===== src/rtl/gun_pkg.sv =====
// Shared types and constants for the light-gun crosshair controller.
package gun_pkg;

  typedef enum logic [1:0] {
    IDLE  = 2'd0,
    FIRST = 2'd1,
    SLOW  = 2'd2,
    FAST  = 2'd3
  } axis_state_t;

  localparam int GUN_W        = 6;
  localparam int POS_MAX_DEF  = 62;
  localparam int POS_INIT_DEF = 31;

  // Width of a tick counter able to hold the largest of the three delays.
  function automatic int cnt_width(input int a, input int b, input int c);
    int m;
    m = a;
    if (b > m) m = b;
    if (c > m) m = c;
    return $clog2(m + 1);
  endfunction

  // One saturating step of a 6-bit coordinate.
  function automatic logic [GUN_W-1:0] clamp_step(input logic [GUN_W-1:0] pos,
                                                  input logic              inc,
                                                  input logic [GUN_W-1:0] pmax);
    if (inc) return (pos >= pmax) ? pmax : pos + 6'd1;
    else     return (pos == '0)   ? '0   : pos - 6'd1;
  endfunction

endpackage


===== src/rtl/gun_axis_ctrl_if.sv =====
// Joystick / crosshair signal bundle of the gun controller.
interface gun_axis_ctrl_if;
  import gun_pkg::*;

  logic             tick_4ms;
  logic             enable;
  logic             recenter;
  logic             left;
  logic             right;
  logic             up;
  logic             down;
  logic [GUN_W-1:0] gun_h;
  logic [GUN_W-1:0] gun_v;
  logic             moving;
  logic             step_strobe;

  modport master (
    output tick_4ms, enable, recenter, left, right, up, down,
    input  gun_h, gun_v, moving, step_strobe
  );

  modport slave (
    input  tick_4ms, enable, recenter, left, right, up, down,
    output gun_h, gun_v, moving, step_strobe
  );

endinterface


===== src/rtl/gun_axis.sv =====
// One crosshair axis: press / first-repeat / slow / fast stepping FSM with a
// saturating 6-bit position. GUN_ACCEL_EN enables the FAST state and hold_cnt.
module gun_axis import gun_pkg::*; #(
  parameter int POS_MAX     = POS_MAX_DEF,
  parameter int POS_INIT    = POS_INIT_DEF,
  parameter int FIRST_DELAY = 8,
  parameter int SLOW_DIV    = 4,
  parameter int ACCEL_TICKS = 32
) (
  input  logic             clk_i,
  input  logic             rst_ni,
  input  logic             tick_i,
  input  logic             dec_i,
  input  logic             inc_i,
  input  logic             clear_i,
  input  logic             hold_i,
  output logic [GUN_W-1:0] pos_o,
  output logic             stepped_o,
  output logic             active_o
);

  localparam int              CW      = cnt_width(FIRST_DELAY, SLOW_DIV, ACCEL_TICKS);
  localparam logic [GUN_W-1:0] PMAX    = GUN_W'(POS_MAX);
  localparam logic [GUN_W-1:0] PINIT   = GUN_W'(POS_INIT);
  localparam logic [CW-1:0]    FD_LAST = CW'(FIRST_DELAY - 1);
  localparam logic [CW-1:0]    SD_LAST = CW'(SLOW_DIV - 1);

  axis_state_t      state_q, state_d;
  logic [GUN_W-1:0] pos_q, pos_d;
  logic             dir_q, dir_d;       // latched direction, 1 = increment
  logic [CW-1:0]    div_q, div_d;
  logic             stepped_q, stepped_d;
  logic             do_step, step_inc, has_dir;

`ifdef GUN_ACCEL_EN
  localparam logic [CW-1:0] ACCEL_LIM = CW'(ACCEL_TICKS);
  logic [CW-1:0] hold_q, hold_d, hold_inc;
  assign hold_inc = (hold_q >= ACCEL_LIM) ? hold_q : hold_q + 1'b1;
`endif

  assign has_dir = dec_i ^ inc_i;

  // Next-state decode: clear beats hold beats tick; a press or reversal steps at once.
  always_comb begin
    state_d   = state_q;
    pos_d     = pos_q;
    dir_d     = dir_q;
    div_d     = div_q;
    stepped_d = 1'b0;
    do_step   = 1'b0;
    step_inc  = dir_q;
`ifdef GUN_ACCEL_EN
    hold_d    = hold_q;
`endif
    if (clear_i) begin
      state_d = IDLE;
      pos_d   = PINIT;
      div_d   = '0;
`ifdef GUN_ACCEL_EN
      hold_d  = '0;
`endif
    end else if (hold_i) begin
      state_d = IDLE;
      div_d   = '0;
`ifdef GUN_ACCEL_EN
      hold_d  = '0;
`endif
    end else if (tick_i) begin
      if (!has_dir) begin
        state_d = IDLE;
        div_d   = '0;
`ifdef GUN_ACCEL_EN
        hold_d  = '0;
`endif
      end else if (state_q == IDLE || inc_i != dir_q) begin
        do_step  = 1'b1;
        step_inc = inc_i;
        dir_d    = inc_i;
        state_d  = FIRST;
        div_d    = '0;
`ifdef GUN_ACCEL_EN
        hold_d   = '0;
`endif
      end else begin
        case (state_q)
          FIRST: begin
            if (div_q == FD_LAST) begin
              do_step = 1'b1;
              state_d = SLOW;
              div_d   = '0;
            end else begin
              div_d = div_q + 1'b1;
            end
          end
          SLOW: begin
`ifdef GUN_ACCEL_EN
            hold_d = hold_inc;
`endif
            if (div_q == SD_LAST) begin
              do_step = 1'b1;
              div_d   = '0;
`ifdef GUN_ACCEL_EN
              if (hold_inc >= ACCEL_LIM) state_d = FAST;
`endif
            end else begin
              div_d = div_q + 1'b1;
            end
          end
          FAST:    do_step = 1'b1;
          default: state_d = IDLE;
        endcase
      end
      if (do_step) begin
        pos_d     = clamp_step(pos_q, step_inc, PMAX);
        stepped_d = (pos_d != pos_q);
      end
    end
  end

  // FSM, position and repeat-divider registers.
  always_ff @(posedge clk_i or negedge rst_ni) begin
    if (!rst_ni) begin
      state_q   <= IDLE;
      pos_q     <= PINIT;
      dir_q     <= 1'b0;
      div_q     <= '0;
      stepped_q <= 1'b0;
    end else begin
      state_q   <= state_d;
      pos_q     <= pos_d;
      dir_q     <= dir_d;
      div_q     <= div_d;
      stepped_q <= stepped_d;
    end
  end

`ifdef GUN_ACCEL_EN
  // Ticks spent in SLOW, saturating at the acceleration threshold.
  always_ff @(posedge clk_i or negedge rst_ni) begin
    if (!rst_ni) hold_q <= '0;
    else         hold_q <= hold_d;
  end
`endif

  assign pos_o     = pos_q;
  assign stepped_o = stepped_q;
  assign active_o  = (state_q != IDLE);

endmodule


===== src/rtl/gun_axis_ctrl.sv =====
// Turkey Shoot light-gun controller: converts joystick bits into gun_h/gun_v,
// paced by the rising edge of the game's 4 ms tick. Optional macro
// GUN_ACCEL_EN adds the FAST auto-repeat state to both axes.
module gun_axis_ctrl import gun_pkg::*; #(
  parameter int POS_MAX     = POS_MAX_DEF,
  parameter int POS_INIT    = POS_INIT_DEF,
  parameter int FIRST_DELAY = 8,
  parameter int SLOW_DIV    = 4,
  parameter int ACCEL_TICKS = 32
) (
  input logic             clock_12,
  input logic             reset_n,
  gun_axis_ctrl_if.slave  bus
);

  logic             tick_q, tick_d, tick;
  logic             clear, hold;
  logic [GUN_W-1:0] h_pos, v_pos;
  logic             h_stepped, v_stepped, h_active, v_active;

  // tick_q resets high so a tick already high at reset release is not an edge;
  // it keeps tracking while disabled so re-enabling cannot fake an edge.
  assign tick_d = bus.tick_4ms;
  always_ff @(posedge clock_12 or negedge reset_n) begin
    if (!reset_n) tick_q <= 1'b1;
    else          tick_q <= tick_d;
  end

  assign tick  = bus.tick_4ms & ~tick_q;
  assign clear = bus.recenter;
  assign hold  = ~bus.enable;

  gun_axis #(
    .POS_MAX(POS_MAX), .POS_INIT(POS_INIT), .FIRST_DELAY(FIRST_DELAY),
    .SLOW_DIV(SLOW_DIV), .ACCEL_TICKS(ACCEL_TICKS)
  ) u_h (
    .clk_i(clock_12), .rst_ni(reset_n), .tick_i(tick),
    .dec_i(bus.left), .inc_i(bus.right), .clear_i(clear), .hold_i(hold),
    .pos_o(h_pos), .stepped_o(h_stepped), .active_o(h_active)
  );

  gun_axis #(
    .POS_MAX(POS_MAX), .POS_INIT(POS_INIT), .FIRST_DELAY(FIRST_DELAY),
    .SLOW_DIV(SLOW_DIV), .ACCEL_TICKS(ACCEL_TICKS)
  ) u_v (
    .clk_i(clock_12), .rst_ni(reset_n), .tick_i(tick),
    .dec_i(bus.up), .inc_i(bus.down), .clear_i(clear), .hold_i(hold),
    .pos_o(v_pos), .stepped_o(v_stepped), .active_o(v_active)
  );

  assign bus.gun_h       = h_pos;
  assign bus.gun_v       = v_pos;
  assign bus.step_strobe = h_stepped | v_stepped;
  assign bus.moving      = h_active | v_active;

endmodule

===== src/flat_wrapper.sv =====
// flat-port wrapper written by rule: the top's interface ports become plain ports
module gun_axis_ctrl_flat import gun_pkg::*;
#(
  parameter int POS_MAX     = POS_MAX_DEF,
  parameter int POS_INIT    = POS_INIT_DEF,
  parameter int FIRST_DELAY = 8,
  parameter int SLOW_DIV    = 4,
  parameter int ACCEL_TICKS = 32
)
  (clock_12, reset_n, bus_tick_4ms, bus_enable, bus_recenter, bus_left, bus_right, bus_up, bus_down, bus_gun_h, bus_gun_v, bus_moving, bus_step_strobe);
  gun_axis_ctrl_if bus_i ();
  input logic clock_12;
  input logic reset_n;
  input wire logic [$bits(bus_i.tick_4ms)-1:0] bus_tick_4ms;
  input wire logic [$bits(bus_i.enable)-1:0] bus_enable;
  input wire logic [$bits(bus_i.recenter)-1:0] bus_recenter;
  input wire logic [$bits(bus_i.left)-1:0] bus_left;
  input wire logic [$bits(bus_i.right)-1:0] bus_right;
  input wire logic [$bits(bus_i.up)-1:0] bus_up;
  input wire logic [$bits(bus_i.down)-1:0] bus_down;
  output wire logic [$bits(bus_i.gun_h)-1:0] bus_gun_h;
  output wire logic [$bits(bus_i.gun_v)-1:0] bus_gun_v;
  output wire logic [$bits(bus_i.moving)-1:0] bus_moving;
  output wire logic [$bits(bus_i.step_strobe)-1:0] bus_step_strobe;
  assign bus_i.tick_4ms = bus_tick_4ms;
  assign bus_i.enable = bus_enable;
  assign bus_i.recenter = bus_recenter;
  assign bus_i.left = bus_left;
  assign bus_i.right = bus_right;
  assign bus_i.up = bus_up;
  assign bus_i.down = bus_down;
  assign bus_gun_h = bus_i.gun_h;
  assign bus_gun_v = bus_i.gun_v;
  assign bus_moving = bus_i.moving;
  assign bus_step_strobe = bus_i.step_strobe;
  gun_axis_ctrl #(.POS_MAX(POS_MAX), .POS_INIT(POS_INIT), .FIRST_DELAY(FIRST_DELAY), .SLOW_DIV(SLOW_DIV), .ACCEL_TICKS(ACCEL_TICKS)) u_core (.clock_12(clock_12), .reset_n(reset_n), .bus(bus_i));
endmodule

===== config.mk =====
export PLATFORM = sky130hd
export DESIGN_NAME = gun_axis_ctrl_flat
export DESIGN_NICKNAME = d
export VERILOG_FILES = /design/src/rtl/gun_pkg.sv /design/src/rtl/gun_axis_ctrl_if.sv /design/src/rtl/gun_axis.sv /design/src/rtl/gun_axis_ctrl.sv /design/src/flat_wrapper.sv
export SDC_FILE = /design/constraint.sdc
export NUM_CORES = 1
export LEC_CHECK = 0
export CAP_MARGIN = 20
export CORE_ASPECT_RATIO = 1.25
export CORE_MARGIN = 2
export CORE_UTILIZATION = 58
export DETAILED_ROUTE_END_ITERATION = 8
export PLACE_DENSITY = 0.8
export SLEW_MARGIN = 15
export SYNTH_ARGS = -nofsm -noshare
export SYNTH_HDL_FRONTEND = slang
export SYNTH_SLANG_ARGS = --single-unit

===== constraint.sdc =====
create_clock -name clock_12 -period 2.57 [get_ports clock_12]
set_input_delay 0.514 -clock clock_12 [delete_from_list [all_inputs] [get_ports clock_12]]
set_output_delay 0.514 -clock clock_12 [all_outputs]
set_load 0.05 [all_outputs]

==> results of run 1 <==
power by group through the flow:
| stage | Sequential (mW) | Combinational (mW) | Clock [mW] |
|---|---|---|---|
| 2_1_floorplan | 0.595 | 0.198 | 0 |
| 3_3_place_gp | 0.593 | 0.298 | 0 |
| 3_5_place_dp | 0.594 | 0.305 | 0 |
| 4_1_cts | 0.584 | 0.307 | 0.602 |
| 5_1_grt | 0.592 | 0.336 | 0.630 |
| 6_report | 0.585 | 0.306 | 0.595 |
critical path: cells and delay by family, from the launching register on:
kind / cells / cell delay [ns]
compound gates: 3 / 0.77
fa+ha+maj: 1 / 0.29
flops: 1 / 0.42
simple gates: 2 / 0.79
stage by stage:
step           cells  utilization  hold slack (ns)
6_report         377       0.7262           0.5139
5_1_grt          377       0.7262           0.5523
4_1_cts          377       0.7256           0.5117
3_5_place_dp     369       0.6929           0.4960
3_3_place_gp     369       0.6929           0.4909
2_1_floorplan    290            -           0.2184
final timing paths:
kind | end | cells past startpoint | slack [ns]
worst max register to register | u_core.u_v.pos_o[2] | 6 | 0.23
worst min-delay path | u_core.u_h.div_q[5] | 2 | 0.51
worst max-delay path | u_core.u_v.pos_o[2] | 6 | 0.23
min in group asynchronous | u_core.u_h.div_q[0] | 2 | 0.62
max in group asynchronous | u_core.u_h.pos_o[4] | 2 | 1.60
worst min register to register | u_core.u_h.div_q[5] | 2 | 0.51
kinds of logic (layout without fill, tap and decap cells):
logic type / Yosys count / in the layout / share of synthesized area
compound gates: 90 / 90 / 0.2403
fa+ha+maj: 18 / 18 / 0.09050
flops: 33 / 33 / 0.3374
simple gates: 106 / 106 / 0.2328
mux: 4 / 4 / 0.01810
buf+inv: 30 / 61 / 0.04927
xor+xnor: 9 / 9 / 0.03167
what timing repair did:
item | in CTS | in global routing
resized for setup | 0 | 1
endpoints found under the setup margin | 0 | 1
hold buffers | 0 | 0
layout by cell type, fill, tap and decap left out, types with 3 or more instances in the layout:
cell type and n:
o21ai_0 26, dfrtp_1 22, a211oi_1 4, clkbuf_8 5
nor2_1 22, a211o_1 7, inv_1 15, a31oi_1 4
dfstp_2 11, a21oi_1 16, nor2b_1 3, ha_1 18
a21o_1 3, nor3_1 8, nand3_1 14, nand2b_1 8
nand4_1 3, buf_4 16, nor3b_1 3, and3_1 3
xnor2_1 5, a2bb2oi_1 4, o21a_1 3, clkdlybuf4s50_1 21
nand2_1 20, mux2_2 4, xor2_1 4, o211ai_1 4
per-layer routing:
metal / GRT usage / vias to the layer above
met1: 0.3175 / 1097
met2: 0.4151 / 77
met3: 0.04252 / 12
met4: 0.09778 / 0
met5: 0 / -
li1: - / 1127
flip-flops by register name, indices dropped and copies added (netlist names):
register / flops
u_core.u_h.div_q: 6
u_core.u_h.pos_o: 6
u_core.u_v.div_q: 6
u_core.u_v.pos_o: 6
u_core.u_h.state_q: 2
u_core.u_v.state_q: 2
u_core.tick_q: 1
u_core.u_h.dir_q: 1
u_core.u_h.stepped_o: 1
u_core.u_v.dir_q: 1
u_core.u_v.stepped_o: 1
area by class of cell:
| type | count | area share |
|---|---|---|
| Multi-Input combinational cell | 227 | 0.5153 |
| Sequential cell | 33 | 0.2821 |
| Timing Repair Buffer | 38 | 0.1152 |
| Tap cell | 56 | 0.02354 |
| Clock buffer | 5 | 0.02312 |
| Clock inverter | 3 | 0.02186 |
| Inverter | 15 | 0.01892 |
==> out/results.tsv, run 1 <==
stage	metric	value	unit
synth	Synth warnings	0	
global_routing	grt total ovfl	0	
cells_and_area	nets	347	
cells_and_area	Area growth, synth to finish	19.61	%
synth	share of the synthesized area in the top cell type	0.2212	
synth	most common flop cell mapped by yosys	dfrtp_1	
route	drt pass-1 iters	4	
sta	Slew headroom	0.5778	
sta	setup_tns	0	ns
power	fraction of power consumed by the clock network	0.401	
cts	Clock Sinks	33	
power	sequential power share	0.394	
floorplanning	die area	0.004834	mm2
floorplanning	Die Y	77.24	um
worst_hold_path	Worst Min Path Start	u_core.u_h.div_q[5]	
worst_setup_path	slowest CP cell	or4b_4	
power	Switching Power	416.4	uW
cts	Worst-Skew Late Latency	0.29	ns
sta	crit share post-route	0.9116	
floorplanning	DIE WIDTH	62.59	um
worst_setup_path	crit-path max FO	6	
cells_and_area	filler instances	325	
cts	root buffer cell	clkbuf_8	
power	Cell Int Power	1.070	mW
power	Pleak	1.267	nW
worst_setup_path	max incr delay on CP	0.52	ns
synth	register area share after synthesis	0.3374	
cts	Worst-path clk slew	0.07	ns
worst_setup_path	CP Launch Type	register	
route	metal3 WL	263	um
sta	Final Skew	0.002668	ns
sta	setup ws final	0.2272	ns
global_routing	number of global-route vias before repair	2162	
route	# DRC	0	
route	Vias/cell	6.135	
floorplanning	row count	26	
global_routing	first-pass GRT wire length	9.770	mm
synth	top cells by count, synth	o21ai_0, dfrtp_1, nor2_1	
cells_and_area	final instance area	0.002977	mm2
cells_and_area	register area	839.6	um2
worst_setup_path	required time worst endpoint	2.79	ns
sta	Fin. Hold Viols	0	
route	metal1 wirelength	2.502	mm
global_routing	GRT Overall Usage	0.2481	
synth	largest area contributor in the netlist	dfrtp_1	
route	antenna viol nets, final	0	
floorplanning	Ports	23	
placed_design	Placement Setup Slack	0.03360	ns
route	drt total wl	5.559	mm
synth	number of synthesized flops with an enable pin	0	
route	metal2 WL	2.682	mm
sta	Slew Limit Fails	0	
sta	final setup violation count	0	
sta	fmax	426.8	MHz
power	Power Density	499.3	mW/mm2
global_routing	largest net degree at the start of global routing	34	
route	WL per Instance	14.75	um
power	total power	1.486	mW
power	Comb power frac	0.206	
sta	actual transition at the worst max-transition pin	0.6319	ns
outcome	status	complete, no violations	
floorplanning	Core ar.	0.004099	mm2
placed_design	PortBufs	22	
cts	Clock Path Buffers	2	
synth	Avg Cell Area, Syn	8.582	um2
worst_setup_path	worst-path cell chain	ha_1, or4b_4, o211ai_1, o2111ai_1, or2_0, o32a_1	
synth	syn nets	317	
worst_setup_path	crit path launch	u_core.u_v.div_q[0]	
cts	post-CTS setup buffers	0	
power	Max IR drop VDD	420.9	uV
worst_setup_path	crit path kind	register to register	
worst_hold_path	Hold Path Class	register to register	
cts	Num CTS Buffers	5	
cts	H-tree depth	2	
power	sw frac	0.2802	
global_routing	antenna violations before repair	0	
cells_and_area	number of inserted diodes	0	
sta	RSZ-0062 raised after global routing	false	
sta	min Tclk post-route	2.343	ns
cells_and_area	multi-input logic area	0.001534	mm2
cells_and_area	layout cells sized above 1	0.1464	
route	drt initial violations	194	
route	Via Count	2313	
placed_design	dpl hpwl	3.939	mm
placed_design	DP Area	0.002840	mm2
synth	ys async rst share	1.000	
synth	Syn Inst Count	290	
synth	most frequent cell after synthesis	o21ai_0	
route	top sig layer	met4	
synth	Synth area leaders	dfrtp_1, dfstp_2, ha_1	
synth	Yosys reg bits	33	
placed_design	global placement routability congestion	0.8981	
synth	Yosys cell types	58	
floorplanning	Starting Density	0.6071	
worst_setup_path	element type at the critical path end	register	
worst_setup_path	Critical Path AT	2.56	ns
synth	Synth Cell Area	0.002489	mm2
cts	CTS tree	built	
worst_setup_path	R2R Path Start	u_core.u_v.div_q[0]	
run	MaxCap Viol Count	0	
No activity file was read; power rests on OpenSTA's default activity.
==> inputs of run 2 (changes only) <==
--- a/config.mk
+++ b/config.mk
@@ -10,6 +10,7 @@
 export CORE_MARGIN = 2
 export CORE_UTILIZATION = 58
 export DETAILED_ROUTE_END_ITERATION = 8
+export MAX_ROUTING_LAYER = met4
 export PLACE_DENSITY = 0.8
 export SLEW_MARGIN = 15
 export SYNTH_ARGS = -nofsm -noshare
==> constraint.sdc (replaced) <==
create_clock -name clock_12 -period 2.6 [get_ports clock_12]
set_input_delay 0.52 -clock clock_12 [delete_from_list [all_inputs] [get_ports clock_12]]
set_output_delay 0.52 -clock clock_12 [all_outputs]
set_load 0.05 [all_outputs]
==> out/results.tsv, run 2 (same netlist as run 1, synthesis figures left out) <==
stage	metric	value	unit
cells_and_area	commonest non-fill, non-tap cells in the layout	o21ai_0, nor2_1, clkdlybuf4s50_1, dfrtp_1, nand2_1	
cts	Resize count post-CTS	0	
worst_setup_path	CP Launch Type	register	
power	sw frac	0.3041	
placed_design	global placement routability congestion	0.8969	
power	fraction of power consumed by the clock network	0.333	
global_routing	grt total ovfl	0	
route	Vias/cell	6.019	
cells_and_area	number of inserted diodes	0	
worst_setup_path	crit path kind	register to output port	
worst_hold_path	hold endpoint	u_core.u_v.div_q[5]	
sta	Final Skew	0.004782	ns
floorplanning	die area	0.004834	mm2
global_routing	first-pass GRT wire length	9.618	mm
worst_setup_path	required time worst endpoint	2.08	ns
cts	hold buffer count at CTS	0	
power	Power Density	446.3	mW/mm2
worst_hold_path	Hold Path Class	register to register	
cells_and_area	most common cell after layout, fill and taps aside	o21ai_0	
cts	CTS tree	built	
sta	Fin. Hold Viols	0	
sta	crit share post-route	0.9433	
worst_setup_path	crit-path max FO	5	
cts	Worst-path clk slew	0.07	ns
cells_and_area	layout cells sized above 1	0.1438	
route	drt initial violations	156	
run	MaxCap Viol Count	0	
power	Max IR drop VDD	305.2	uV
cts	root buffer cell	clkbuf_8	
power	Comb power frac	0.226	
global_routing	antenna violations before repair	0	
placed_design	dpl hpwl	3.899	mm
route	# DRC	0	
cts	Num CTS Buffers	5	
placed_design	Placed Instances	368	
placed_design	PortBufs	22	
floorplanning	Starting Density	0.6071	
cts	Worst-Skew Late Latency	0.29	ns
sta	fmax	407.7	MHz
sta	actual transition at the worst max-transition pin	0.6481	ns
worst_setup_path	Critical Path AT	1.93	ns
cells_and_area	fin util	0.7158	
sta	setup_tns	0	ns
sta	min Tclk post-route	2.453	ns
route	drt pass-1 iters	4	
cells_and_area	fin cells	376	
route	Via Count	2263	
worst_hold_path	Worst Min Path Start	u_core.u_v.div_q[5]	
worst_setup_path	r2r endpoint	u_core.u_v.pos_o[2]	
cells_and_area	register area	839.6	um2
floorplanning	row count	26	
floorplanning	DIE WIDTH	62.59	um
sta	final setup violation count	0	
route	drt total wl	5.371	mm
outcome	status	complete, no violations	
cts	H-tree depth	2	
power	sequential power share	0.442	
global_routing	largest net degree at the start of global routing	34	
worst_setup_path	element type at the critical path end	output port	
floorplanning	Core ar.	0.004099	mm2
cts	post-CTS setup buffers	0	
route	antenna viol nets, final	0	
power	Pleak	1.230	nW
global_routing	GRT Overall Usage	0.2491	
power	Cell Int Power	911.3	uW
cts	Clock Sinks	33	
worst_setup_path	R2R depth	6	
cells_and_area	nets	346	
route	WL per Instance	14.28	um
cts	Clock Path Buffers	2	
worst_hold_path	Worst Hold Depth	1	
power	total power	1.310	mW
sta	RSZ-0062 raised after global routing	false	
sta	Slew headroom	0.5640	
cells_and_area	multi-input logic area	0.001534	mm2
cells_and_area	Area growth, synth to finish	17.90	%
floorplanning	Ports	23	
worst_setup_path	r2r setup slk	0.29	ns
global_routing	number of global-route vias before repair	2155	
sta	Slew Limit Fails	0	
worst_setup_path	R2R Path Start	u_core.u_v.div_q[1]	
floorplanning	Die Y	77.24	um
cells_and_area	filler instances	338	
power	Switching Power	398.2	uW
run 2: layer usage:
metal / vias to the layer above / part of all wire / global-route usage
li1: 1130 / - / -
met1: 1062 / 0.46 / 0.3096
met2: 63 / 0.48 / 0.4161
met3: 8 / 0.040 / 0.03666
met4: 0 / 0.016 / 0.08222
met5: - / 0 / -
run 2: final cells by class:
cell class              count  area share
well taps                  56     0.02388
multi-input cells         227      0.5228
flip-flops and latches     33      0.2861
clock buffers               7     0.03284
repair buffers             37      0.1134
clock inverters             1    0.001706
inverters                  15     0.01919
run 2: worst max path at each step:
stage                          start                  end  slack [ns]  cells after the start
2_1_floorplan               bus_down  u_core.u_v.div_q[3]        0.51                      6
3_3_place_gp                bus_left  u_core.u_h.div_q[3]        0.11                      5
3_5_place_dp                bus_left  u_core.u_h.div_q[1]        0.09                      5
4_1_cts        u_core.u_v.state_q[0]           bus_moving        0.14                      4
5_1_grt        u_core.u_v.state_q[1]           bus_moving        0.07                      4
6_report       u_core.u_v.state_q[0]           bus_moving        0.15                      4
run 2: worst max-delay path, cell delays in order (launching register included):
cell,delay (ns)
dfrtp_1,0.41
inv_1,0.08
ha_1,0.25
nand2_1,0.09
clkdlybuf4s50_1,0.80
run 2: metrics by stage:
stage | cell area (um2) | worst slack (ns) | hold WS, ns
after CTS | 2934 | 0.1355 | 0.5147
after global placement | 2833 | 0.1052 | 0.4897
after global routing | 2934 | 0.06839 | 0.5576
after detailed placement | 2833 | 0.08735 | 0.4972
after floorplan | 2489 | 0.5103 | 0.2244
final | 2934 | 0.1475 | 0.5107
run 2: power by group through the flow:
stage / Combinational (mW) / Clock, mW / Sequential [mW]
floorplan: 0.196 / 0 / 0.588
global placement: 0.290 / 0 / 0.586
detailed placement: 0.295 / 0 / 0.587
CTS: 0.296 / 0.447 / 0.578
global route: 0.327 / 0.459 / 0.584
finish: 0.295 / 0.436 / 0.578
